===== src/rtl/sbus_channel_poller_pkg.sv =====
// Shared types and constants for the sbus channel poller: sweep FSM states,
// CSR word offsets and EVENT word field layout.
package sbus_poll_pkg;

    typedef enum logic [2:0] {
        ST_IDLE,
        ST_WAIT_TICK,
        ST_ISSUE,
        ST_WAIT_DATA,
        ST_COMPARE
    } state_t;

    localparam logic [1:0] CSR_CTRL   = 2'd0;
    localparam logic [1:0] CSR_STATUS = 2'd1;
    localparam logic [1:0] CSR_EVENT  = 2'd2;
    localparam logic [1:0] CSR_PERIOD = 2'd3;

    localparam int EV_CH_LSB     = 24;
    localparam int EV_CH_W       = 4;
    localparam int ST_COUNT_LSB  = 8;

    // value is already masked to DATA_W bits by the caller
    function automatic logic [31:0] ev_word(input logic [EV_CH_W-1:0] ch, input logic [31:0] value);
        return value | ({28'h0, ch} << EV_CH_LSB);
    endfunction

endpackage


===== src/rtl/sbus_event_fifo.sv =====
// Synchronous first-word-fall-through FIFO; o_dat shows the head while not empty.
// Push into a full FIFO is accepted only when a pop happens in the same cycle.
module sbus_event_fifo #(
    parameter int WIDTH = 15,
    parameter int DEPTH = 8,
    localparam int AW   = $clog2(DEPTH)
) (
    input  logic             clk,
    input  logic             rst,
    input  logic             i_push,
    input  logic [WIDTH-1:0] i_dat,
    input  logic             i_pop,
    output logic [WIDTH-1:0] o_dat,
    output logic             o_full,
    output logic             o_empty,
    output logic [AW:0]      o_count
);

    logic [WIDTH-1:0] r_mem [DEPTH];
    logic [AW-1:0]    r_wr_ptr;
    logic [AW-1:0]    r_rd_ptr;
    logic [AW:0]      r_count;
    logic             w_pop;
    logic             w_push;

    assign o_full  = (r_count == (AW+1)'(DEPTH));
    assign o_empty = (r_count == '0);
    assign o_count = r_count;
    assign o_dat   = r_mem[r_rd_ptr];

    assign w_pop  = i_pop & ~o_empty;
    assign w_push = i_push & (~o_full | w_pop);

    always_ff @(posedge clk) begin
        if (w_push) begin
            r_mem[r_wr_ptr] <= i_dat;
        end
    end

    always_ff @(posedge clk or posedge rst) begin
        if (rst) begin
            r_wr_ptr <= '0;
            r_rd_ptr <= '0;
            r_count  <= '0;
        end else begin
            if (w_push) begin
                r_wr_ptr <= r_wr_ptr + AW'(1);
            end
            if (w_pop) begin
                r_rd_ptr <= r_rd_ptr + AW'(1);
            end
            case ({w_push, w_pop})
                2'b10:   r_count <= r_count + (AW+1)'(1);
                2'b01:   r_count <= r_count - (AW+1)'(1);
                default: r_count <= r_count;
            endcase
        end
    end

endmodule


===== src/rtl/sbus_channel_poller.sv =====
// Avalon-MM master sweeping NUM_CH PIO channels every PERIOD cycles, queueing {ch, value}
// change events for a CPU behind a 4-word CSR slave; one read outstanding, holds on waitrequest.
module sbus_channel_poller
    import sbus_poll_pkg::*;
#(
    parameter int          NUM_CH     = 4,
    parameter logic [31:0] BASE_ADDR  = 32'h0,
    parameter int          CH_STRIDE  = 16,
    parameter int          DATA_W     = 11,
    parameter int          FIFO_DEPTH = 8,
    parameter logic [31:0] PERIOD_RST = 32'd50000
) (
    input  logic        clk,
    input  logic        reset,
    output logic [31:0] m_address,
    output logic        m_read,
    input  logic        m_waitrequest,
    input  logic [31:0] m_readdata,
    input  logic        m_readdatavalid,
    input  logic [1:0]  s_address,
    input  logic        s_read,
    input  logic        s_write,
    input  logic [31:0] s_writedata,
    output logic [31:0] s_readdata,
    output logic        irq
);

    localparam int CH_IDX_W = (NUM_CH > 1) ? $clog2(NUM_CH) : 1;
    localparam int EV_W     = EV_CH_W + DATA_W;
    localparam int CNT_W    = $clog2(FIFO_DEPTH) + 1;

    state_t              r_state;
    logic [CH_IDX_W-1:0] r_ch;
    logic [DATA_W-1:0]   r_sample;
    logic [DATA_W-1:0]   r_shadow [NUM_CH];
    logic                r_shadow_vld;
    logic [31:0]         r_tick;
    logic                r_tick_pend;
    logic [31:0]         r_period;
    logic                r_enable;
    logic                r_irq_en;
    logic                r_ovf;
    logic                r_irq;
    logic                r_m_read;
    logic [31:0]         r_m_address;
    logic [31:0]         r_s_readdata;

    logic                w_en_rise;
    logic                w_pop;
    logic                w_push;
    logic                w_full;
    logic                w_empty;
    logic [CNT_W-1:0]    w_count;
    logic [EV_W-1:0]     w_fifo_dat;
    logic [31:0]         w_period_eff;
    logic                w_tick;
    logic                w_start;
    logic                w_last_ch;
    logic [CH_IDX_W-1:0] w_ch_next;
    logic [31:0]         w_next_addr;
    logic [31:0]         w_ev_word;
    logic                w_unused_rdata;

    assign m_read     = r_m_read;
    assign m_address  = r_m_address;
    assign s_readdata = r_s_readdata;
    assign irq        = r_irq;

    assign w_unused_rdata = ^m_readdata[31:DATA_W];

    assign w_en_rise = s_write && (s_address == CSR_CTRL) && s_writedata[0] && !r_enable;
    assign w_pop     = s_read && (s_address == CSR_EVENT) && !w_empty;
    assign w_push    = (r_state == ST_COMPARE) && r_shadow_vld && (r_sample != r_shadow[r_ch]);

    assign w_period_eff = (r_period == 32'd0) ? 32'd1 : r_period;
    assign w_tick       = (r_tick >= w_period_eff - 32'd1);
    assign w_start      = (r_state == ST_WAIT_TICK) && r_enable && (w_tick || r_tick_pend);

    assign w_last_ch   = (r_ch == CH_IDX_W'(NUM_CH - 1));
    assign w_ch_next   = r_ch + CH_IDX_W'(1);
    assign w_next_addr = BASE_ADDR + 32'(w_ch_next) * 32'(CH_STRIDE);
    assign w_ev_word   = ev_word(w_fifo_dat[EV_W-1:DATA_W], 32'(w_fifo_dat[DATA_W-1:0]));

    sbus_event_fifo #(
        .WIDTH (EV_W),
        .DEPTH (FIFO_DEPTH)
    ) u_fifo (
        .clk     (clk),
        .rst     (reset),
        .i_push  (w_push),
        .i_dat   ({EV_CH_W'(r_ch), r_sample}),
        .i_pop   (w_pop),
        .o_dat   (w_fifo_dat),
        .o_full  (w_full),
        .o_empty (w_empty),
        .o_count (w_count)
    );

    // Free-running period counter; a wrap during a long sweep is remembered so the
    // next sweep starts as soon as the current one ends.
    always_ff @(posedge clk or posedge reset) begin
        if (reset) begin
            r_tick      <= '0;
            r_tick_pend <= 1'b0;
        end else if (r_state == ST_IDLE) begin
            r_tick      <= '0;
            r_tick_pend <= 1'b0;
        end else begin
            r_tick <= w_tick ? 32'd0 : r_tick + 32'd1;
            if (w_start) begin
                r_tick_pend <= 1'b0;
            end else if (w_tick) begin
                r_tick_pend <= 1'b1;
            end
        end
    end

    always_ff @(posedge clk or posedge reset) begin
        if (reset) begin
            r_state      <= ST_IDLE;
            r_ch         <= '0;
            r_sample     <= '0;
            r_shadow_vld <= 1'b0;
            r_m_read     <= 1'b0;
            r_m_address  <= BASE_ADDR;
            for (int i = 0; i < NUM_CH; i++) begin
                r_shadow[i] <= '0;
            end
        end else begin
            unique case (r_state)
                ST_IDLE: begin
                    r_m_read <= 1'b0;
                    if (r_enable) begin
                        r_state <= ST_WAIT_TICK;
                    end
                end
                ST_WAIT_TICK: begin
                    if (!r_enable) begin
                        r_state <= ST_IDLE;
                    end else if (w_start) begin
                        r_state     <= ST_ISSUE;
                        r_ch        <= '0;
                        r_m_read    <= 1'b1;
                        r_m_address <= BASE_ADDR;
                    end
                end
                ST_ISSUE: begin
                    // A posted request must complete even if enable drops meanwhile.
                    if (!m_waitrequest) begin
                        r_m_read <= 1'b0;
                        r_state  <= ST_WAIT_DATA;
                    end
                end
                ST_WAIT_DATA: begin
                    if (m_readdatavalid) begin
                        r_sample <= m_readdata[DATA_W-1:0];
                        r_state  <= r_enable ? ST_COMPARE : ST_IDLE;
                    end
                end
                ST_COMPARE: begin
                    r_shadow[r_ch] <= r_sample;
                    if (w_last_ch) begin
                        r_shadow_vld <= 1'b1;
                    end
                    if (!r_enable) begin
                        r_state <= ST_IDLE;
                    end else if (!w_last_ch) begin
                        r_state     <= ST_ISSUE;
                        r_ch        <= w_ch_next;
                        r_m_read    <= 1'b1;
                        r_m_address <= w_next_addr;
                    end else begin
                        r_state <= ST_WAIT_TICK;
                    end
                end
                default: begin
                    r_state  <= ST_IDLE;
                    r_m_read <= 1'b0;
                end
            endcase
            if (w_en_rise) begin
                r_shadow_vld <= 1'b0;
            end
        end
    end

    always_ff @(posedge clk or posedge reset) begin
        if (reset) begin
            r_enable     <= 1'b0;
            r_irq_en     <= 1'b0;
            r_period     <= PERIOD_RST;
            r_ovf        <= 1'b0;
            r_irq        <= 1'b0;
            r_s_readdata <= '0;
        end else begin
            if (s_write && (s_address == CSR_CTRL)) begin
                r_enable <= s_writedata[0];
                r_irq_en <= s_writedata[1];
            end
            if (s_write && (s_address == CSR_PERIOD)) begin
                r_period <= s_writedata;
            end
            // A drop in the same cycle as the W1C keeps the flag set.
            if (w_push && w_full && !w_pop) begin
                r_ovf <= 1'b1;
            end else if (s_write && (s_address == CSR_STATUS) && s_writedata[1]) begin
                r_ovf <= 1'b0;
            end
            if (s_read) begin
                unique case (s_address)
                    CSR_CTRL:   r_s_readdata <= {30'h0, r_irq_en, r_enable};
                    CSR_STATUS: r_s_readdata <= (32'(w_count) << ST_COUNT_LSB)
                                                | {30'h0, r_ovf, !w_empty};
                    CSR_EVENT:  r_s_readdata <= w_empty ? 32'h0 : w_ev_word;
                    default:    r_s_readdata <= r_period;
                endcase
            end
            r_irq <= r_irq_en && !w_empty;
        end
    end

endmodule

===== config.mk =====
export PLATFORM = sky130hd
export DESIGN_NAME = sbus_channel_poller
export DESIGN_NICKNAME = d
export VERILOG_FILES = /design/src/rtl/sbus_channel_poller_pkg.sv /design/src/rtl/sbus_event_fifo.sv /design/src/rtl/sbus_channel_poller.sv
export SDC_FILE = /design/constraint.sdc
export NUM_CORES = 1
export LEC_CHECK = 0
export BUFFER_PORTS_ARGS = -buffer_cell sky130_fd_sc_hd__buf_2
export CAP_MARGIN = 20
export CELL_PAD_IN_SITES_DETAIL_PLACEMENT = 1
export CELL_PAD_IN_SITES_GLOBAL_PLACEMENT = 2
export CORE_MARGIN = 5
export CORE_UTILIZATION = 33
export DETAILED_ROUTE_END_ITERATION = 8
export HOLD_SLACK_MARGIN = 0.15
export PLACE_DENSITY = 0.68
export SYNTH_ARGS = -nofsm -noshare
export SYNTH_HDL_FRONTEND = slang
export SYNTH_SLANG_ARGS = --single-unit

===== constraint.sdc =====
create_clock -name clk -period 11.28 [get_ports clk]
set_input_delay 1.128 -clock clk [delete_from_list [all_inputs] [get_ports clk]]
set_output_delay 1.128 -clock clk [all_outputs]
set_load 0.03 [all_outputs]

==> impl_metrics.csv, run 1 <==
group,metric,value,unit
status,outcome,"complete, no violations",
power_and_ir_drop,power_density,198,mW/mm^2
sta,rsz0062_at_grt,"no",
cts,cts_tree,"done",
sta,drv_slew,0,
finish,areaGrowthSynthToFinish,15.6,%
worst_setup_path,start_kind,"register",
worst_setup_path,timing.rr.start,"r_period[10]$_DFFE_PP0P_",
cts,clockRootBuffer,"clkbuf_16",
worst_setup_path,crit_arrival,6200,ps
place,dpl.hpwl,22.5,mm
worst_setup_path,crit_path_end_kind,"register",
worst_setup_path,reg2reg_slack,5480,ps
worst_setup_path,cp_max_fo,32,
logic_synthesis,synth_seq_cells,277,
sta,tightest_slew,1020,ps
hold_path,whs_endpoint,"r_tick[0]$_DFF_PP0_",
worst_setup_path,critPathKind,"register to register",
cts,cts_setup_buffers,0,
floorplanning,io-pin-count,138,
cts,cts_made_buffers,30,
floorplanning,coreArea,0.0396,sq mm
logic_synthesis,syn_area,0.0132,sq mm
run,drv_cap,0,
floorplanning,num_rows,73,
sta,period_share,0.514,
global_route,grt-ovfl-total,0,
logic_synthesis,yosysWarnings,0,
logic_synthesis,synth_ff_type,"dfrtp_1",
logic_synthesis,yosysTopAreaCell,"dfrtp_1",
hold_path,worstHoldStart,"r_tick[0]$_DFF_PP0_",
worst_setup_path,crit_path_max_incr_delay,690,ps
logic_synthesis,syn_inst,1011,
logic_synthesis,yosysUniqueCellTypes,67,
logic_synthesis,ys_async_sr_fraction,0.625,
logic_synthesis,yosysSeqAreaShare,0.565,
power_and_ir_drop,leakage,6.32,nW
routing,antenna_left,0,
global_route,busiest_layer,"met2",
cts,clk_latency,590,ps
routing,wl_per_cell,19.7,microns
sta,period_needed,5800,ps
cts,cts_num_sinks,277,
cts,cts_resized,0,
global_route,met1_usage,0.208,
routing,drcViolationCount,0,
global_route,grt_pass1_wl,51.4,mm
power_and_ir_drop,ir_worst_vdd,0.140,mV
global_route,grt_max_degree,73,
global_route,grt_use_met3,0.0198,
routing,avgViaCountPerCell,4.92,
sta,hold_viol,0,
place,gp_congestion,0.766,
finish,layout.nets,1219,
global_route,use_met2,0.244,
hold_path,hold_class,"register to register",
sta,fin_skew,39.3,ps
sta,max_freq,172,MHz
routing,drt-initial-drc-count,377,
logic_synthesis,synth_area_per_cell,13.1,sq um
cts,htree_levels,1,
floorplanning,die_h,210,microns
global_route,antenna_found_initial,0,
finish,antenna_cells,0,
place,dp_cells,1596,
logic_synthesis,synth_top_area_share,0.317,
place,port_buffers,86,
worst_setup_path,crit_path_cell_trace,"or4_4 > or4_1 > nor2_2 > and3_1 > nor2_1 > ha_1 > nor3b_1 > nand2_1 > nor2_2 > nand2_1 > nor2_1 > xnor2_1 > ha_1 > nand2_1 > o21ai_0 > a211oi_1 > o31ai_1 > a21oi_1 > o21ai_4 > nor2_1",
finish,fin_util,0.385,
worst_setup_path,r2r-end,"r_tick[7]$_DFF_PP0_",
finish,instances_no_fill,1652,
worst_setup_path,rr_worst_depth,20,
sta,fin_tns_setup,0,ps
routing,dr.pass1.iters,5,
floorplanning,start_util,0.333,
cts,clk_pin_slew_worst_paths,70,ps
floorplanning,dieArea,0.0441,sq mm
global_route,globalRouteTotalUtil,0.147,
logic_synthesis,synth.area.top_cells,"dfrtp_1 (32%), edfxtp_1 (24%), mux2_2 (8.6%)",
logic_synthesis,synth-edff-count,104,
routing,vias,8122,
hold_path,hold_depth,1,
cts,holdBufCountCts,0,
sta,setup_viol,0,
floorplanning,chipWidth,210,microns
sta,max_slew_margin,0.310,
cts,clockBufferDepth,3,
worst_setup_path,cp_slowest_cell,"or4_1",
global_route,grt_pass1_vias,8655,
finish,drive_gt1_frac,0.276,
worst_setup_path,critPathRequiredTime,11680,ps
routing,routed_wl,32.5,mm
flip-flops by register name, summed over array words and instances, names as in the netlist:
signal           count
r_shadow_vld         1
r_enable             1
r_irq_en             1
u_fifo.r_wr_ptr      3
r_tick_pend          1
irq                  1
s_readdata          32
m_address            2
u_fifo.r_mem       104
r_tick              32
r_shadow            44
u_fifo.r_rd_ptr      3
u_fifo.o_count       4
r_period            32
r_state              3
r_sample            11
r_ovf                1
m_read               1
cells by family (layout without fill, tap and decap cells):
kind of cell / Yosys count / count (layout) / share of synthesized area
fa+ha+maj: 43 / 43 / 0.0413
compound gates: 106 / 106 / 0.0498
buf+inv: 108 / 195 / 0.0406
mux: 147 / 147 / 0.154
other cells: 1 / 30 / 0.000284
xor+xnor: 74 / 74 / 0.0491
flops: 277 / 277 / 0.565
simple gates: 255 / 255 / 0.0996
synth_stat cells, types with 30 or more instances:
cell type and instances:
dfrtp_1 167, edfxtp_1 104, mux2_2 101, nor2_1 74, xnor2_1 45, nand2_1 43, ha_1 42, nand3_1 38
inv_1 35, mux4_2 35, a21oi_1 33, buf_4 33, o21ai_0 30
power by group:
group / leakage, nW / switching (W) / internal (W)
clock: 0.524 / 0.000415 / 0.000664
sequential: 3.19 / 0.000181 / 0.00118
combinational: 2.61 / 0.000308 / 0.000277
total: 6.32 / 0.000904 / 0.00212
placed cells by master, fill, tap and decap left out, types with 5 or more instances in the layout:
cell type / count
nor3_1: 19
dfstp_2: 6
xnor2_1: 45
inv_1: 34
nor4_1: 11
nand3_1: 38
bufinv_16: 7
or4_1: 6
and3_1: 13
nor2_1: 74
nor2b_1: 5
mux4_2: 35
clkbuf_16: 30
mux2i_1: 9
nand2_1: 43
buf_2: 88
edfxtp_1: 104
clkbuf_1: 7
dfrtp_1: 167
xor2_1: 29
a22oi_1: 11
a21o_1: 7
a21oi_1: 33
o21ai_0: 30
conb_1: 30
buf_4: 17
nand4_1: 10
ha_1: 42
mux2_2: 101
metrics by stage:
stage	area, sq um	hold WS [ps]	power (W)	worst slack, ps
finish	15300	502	0.00302	5480
CTS	15300	503	0.00307	5420
global placement	14200	485	0.00196	5470
floorplan	13300	455	0.00177	5470
detailed placement	14200	493	0.00197	5430
global route	15300	512	0.00318	5100
final cells by class:
cell class / instances / area, sq um
Inverter: 35 / 136
Sequential cell: 277 / 7460
Multi-Input combinational cell: 655 / 5350
Timing Repair Buffer: 105 / 568
Clock inverter: 16 / 284
Clock buffer: 39 / 805
Tap cell: 525 / 657
Fill cell: 4206 / 24400
worst max-delay path by stage:
stage | from | cells past startpoint | endpoint | slack, ps
global placement | r_period[10]$_DFFE_PP0P_ | 20 | r_tick[17]$_DFF_PP0_ | 5470
finish | r_period[10]$_DFFE_PP0P_ | 20 | r_tick[7]$_DFF_PP0_ | 5480
floorplan | reset | 1 | irq$_DFF_PP0_ | 5470
CTS | r_period[10]$_DFFE_PP0P_ | 17 | r_tick[7]$_DFF_PP0_ | 5420
global route | r_period[10]$_DFFE_PP0P_ | 20 | r_tick[20]$_DFF_PP0_ | 5100
detailed placement | r_period[10]$_DFFE_PP0P_ | 17 | r_tick[7]$_DFF_PP0_ | 5430
worst max-delay path, delay by kind of cell, from the launching register on:
kind / cells / cell delay (ps)
flip-flops: 1 / 490
XOR/XNOR: 1 / 150
AND/OR/NAND/NOR: 12 / 2830
adder cells (fa/ha/maj): 2 / 520
AO/OA/AOI/OAI: 5 / 1620
layer usage:
layer | vias to the layer above | wire length [microns]
met1 | 4162 | 15500
li1 | 3816 | -
met5 | - | 0
met4 | 0 | 576
met2 | 111 | 15500
met3 | 33 | 946
No activity file was read; power rests on OpenSTA's default activity.
==> inputs of run 2 (changes only) <==
- PLACE_DENSITY: 0.68 -> 0.71
- clock period: 11.28 -> 4.8 ns (I/O delays scaled with it)
==> run 2 against run 1 <==
Maximum frequency up 29%; clock skew fell by 24 ps; flip-flop and latch count stayed put; total power is 140% higher; die area did not move; final cell count up 2.5%; largest power group unchanged; highest routed layer unchanged.
==> impl_metrics.csv, run 2 (synthesized netlist as in run 1, its figures left out) <==
group,metric,value,unit
global_route,antenna_found_initial,0,
floorplanning,chipWidth,210,microns
worst_setup_path,r2r-end,"r_tick[22]$_DFF_PP0_",
routing,vias,8476,
routing,dr.pass1.iters,4,
worst_setup_path,crit_path_cell_trace,"or4_4 > or4_4 > nor2_4 > and3_4 > nor2_1 > ha_2 > nor3b_2 > nand2_1 > buf_4 > nor2_2 > nand2_1 > nor3_1 > xnor2_1 > ha_1 > nand4_1 > or4_4 > o21ai_4 > clkbuf_16 > nor2_1",
sta,fin_skew,15.1,ps
cts,cts_num_sinks,277,
power_and_ir_drop,power_density,468,mW/mm^2
sta,max_slew_margin,0.181,
worst_setup_path,start_kind,"register",
worst_setup_path,cp_top_family,"simple AND/OR/NAND/NOR gates",
routing,antenna_left,0,
worst_setup_path,crit_path_end_kind,"register",
sta,period_needed,4510,ps
worst_setup_path,crit_buf_inv,2,
finish,register_area,0.00746,sq mm
sta,max_freq,222,MHz
finish,fin_util,0.397,
finish,reg_top3,"u_fifo.r_mem: 104 flops, r_shadow: 44 flops",
global_route,grt_pass1_wl,53.7,mm
routing,avgViaCountPerCell,5.00,
floorplanning,num_rows,73,
worst_setup_path,cp_max_fo,8,
finish,layout_commonest_cell,"dfrtp_1",
finish,top_register,"u_fifo.r_mem",
finish,largest_reg_flops,104,
hold_path,hold_class,"input port to asynchronous set/reset pin",
sta,fin_tns_setup,0,ps
run,drv_cap,0,
power_and_ir_drop,power,0.00736,W
finish,antenna_cells,0,
routing,drcViolationCount,0,
floorplanning,dieArea,0.0441,sq mm
routing,wl_per_cell,20.0,microns
worst_setup_path,critPathRequiredTime,5210,ps
finish,multi_input_area,0.00544,sq mm
power_and_ir_drop,leakage,6.57,nW
cts,htree_levels,2,
floorplanning,coreArea,0.0396,sq mm
sta,rsz0062_at_grt,"no",
global_route,grt_max_degree,174,
floorplanning,die_h,210,microns
worst_setup_path,crit_arrival,4910,ps
cts,cts_made_buffers,34,
worst_setup_path,reg2reg_slack,290,ps
cts,cts_tree,"done",
place,gp_congestion,0.749,
floorplanning,start_util,0.333,
cts,clockRootBuffer,"clkbuf_16",
finish,drive_gt1_frac,0.314,
worst_setup_path,critPathKind,"register to register",
power_and_ir_drop,ir_worst_vdd,0.326,mV
cts,clk_pin_slew_worst_paths,60,ps
cts,clk_latency,520,ps
cts,clockBufferDepth,3,
sta,drv_slew,0,
place,dpl.hpwl,22.9,mm
sta,setup_viol,0,
finish,layout_common_cells,"dfrtp_1 (166), edfxtp_1 (104), mux2_2 (101), buf_2 (86), nor2_1 (72)",
worst_setup_path,timing.rr.start,"r_period[9]$_DFFE_PP1P_",
place,port_buffers,86,
finish,layout.nets,1259,
sta,period_share,0.939,
worst_setup_path,rr_worst_depth,19,
worst_setup_path,cp_slowest_cell,"or4_4",
sta,hold_viol,0,
global_route,grt_pass1_vias,9094,
finish,fillCellCount,4192,
worst_setup_path,cpMostUsedCell,"or4_4",
sta,tightest_slew,1230,ps
routing,drt-initial-drc-count,452,
floorplanning,io-pin-count,138,
worst_setup_path,crit_path_max_incr_delay,610,ps
finish,areaGrowthSynthToFinish,19.1,%
routing,routed_wl,33.9,mm
status,outcome,"complete, no violations",
global_route,globalRouteTotalUtil,0.153,
global_route,grt-ovfl-total,0,
==> run 2: where the power goes <==
| group | internal [W] | switching, W |
|---|---|---|
| Combinational | 0.000740 | 0.000795 |
| Sequential | 0.00277 | 0.000416 |
| Clock | 0.00161 | 0.00102 |
==> run 2: area by class of cell <==
| class | count | area share |
|---|---|---|
| flip-flops and latches | 277 | 0.474 |
| multi-input cells | 655 | 0.346 |
| clock buffers | 41 | 0.0571 |
| repair buffers | 141 | 0.0564 |
| well taps | 525 | 0.0418 |
| clock inverters | 20 | 0.0160 |
| inverters | 35 | 0.00859 |
==> run 2: per-layer routing <==
metal  wire length [microns]  GRT usage  up-vias
li1                        -          -     3908
met1                   15500      0.214     4404
met2                   16700      0.257      132
met3                    1290     0.0241       32
met4                     464     0.0317        0
met5                       0          0        -
==> run 2: what timing repair did <==
action	in CTS	in global routing
resized for setup	1	21
pin swaps	1	4
setup buffers	0	1
hold buffers	0	0
gates cloned	0	2
endpoints found under the setup margin	33	38
==> run 2: worst max-delay path by stage <==
stage                                   from  cells after the start                   end
finish               r_period[9]$_DFFE_PP1P_                     19  r_tick[22]$_DFF_PP0_
global placement     r_period[9]$_DFFE_PP1P_                     20    m_read$_DFFE_PP0P_
CTS                  r_period[9]$_DFFE_PP1P_                     22  r_tick[18]$_DFF_PP0_
global route        r_period[15]$_DFFE_PP1P_                     23  r_tick[22]$_DFF_PP0_
detailed placement   r_period[9]$_DFFE_PP1P_                     20    m_read$_DFFE_PP0P_
floorplan           r_period[10]$_DFFE_PP0P_                     21  r_tick[10]$_DFF_PP0_
==> run 2: stage by stage <==
| step | area (sq um) | cells | hold WS [ps] | worst slack [ps] |
|---|---|---|---|---|
| 2_1_floorplan | 13300 | 1040 | 455 | 221 |
| 5_1_grt | 15700 | 1694 | 161 | 0.154 |
| 4_1_cts | 15600 | 1690 | 157 | 2.42 |
| 6_report | 15700 | 1694 | 117 | 293 |
| 3_5_place_dp | 14400 | 1629 | 491 | 4.90 |
| 3_3_place_gp | 14400 | 1629 | 476 | 19.4 |
==> run 2: worst min-delay path, stage by stage <==
cell and delay (ps):
buf_2 110, clkinvlp_4 70, buf_12 470
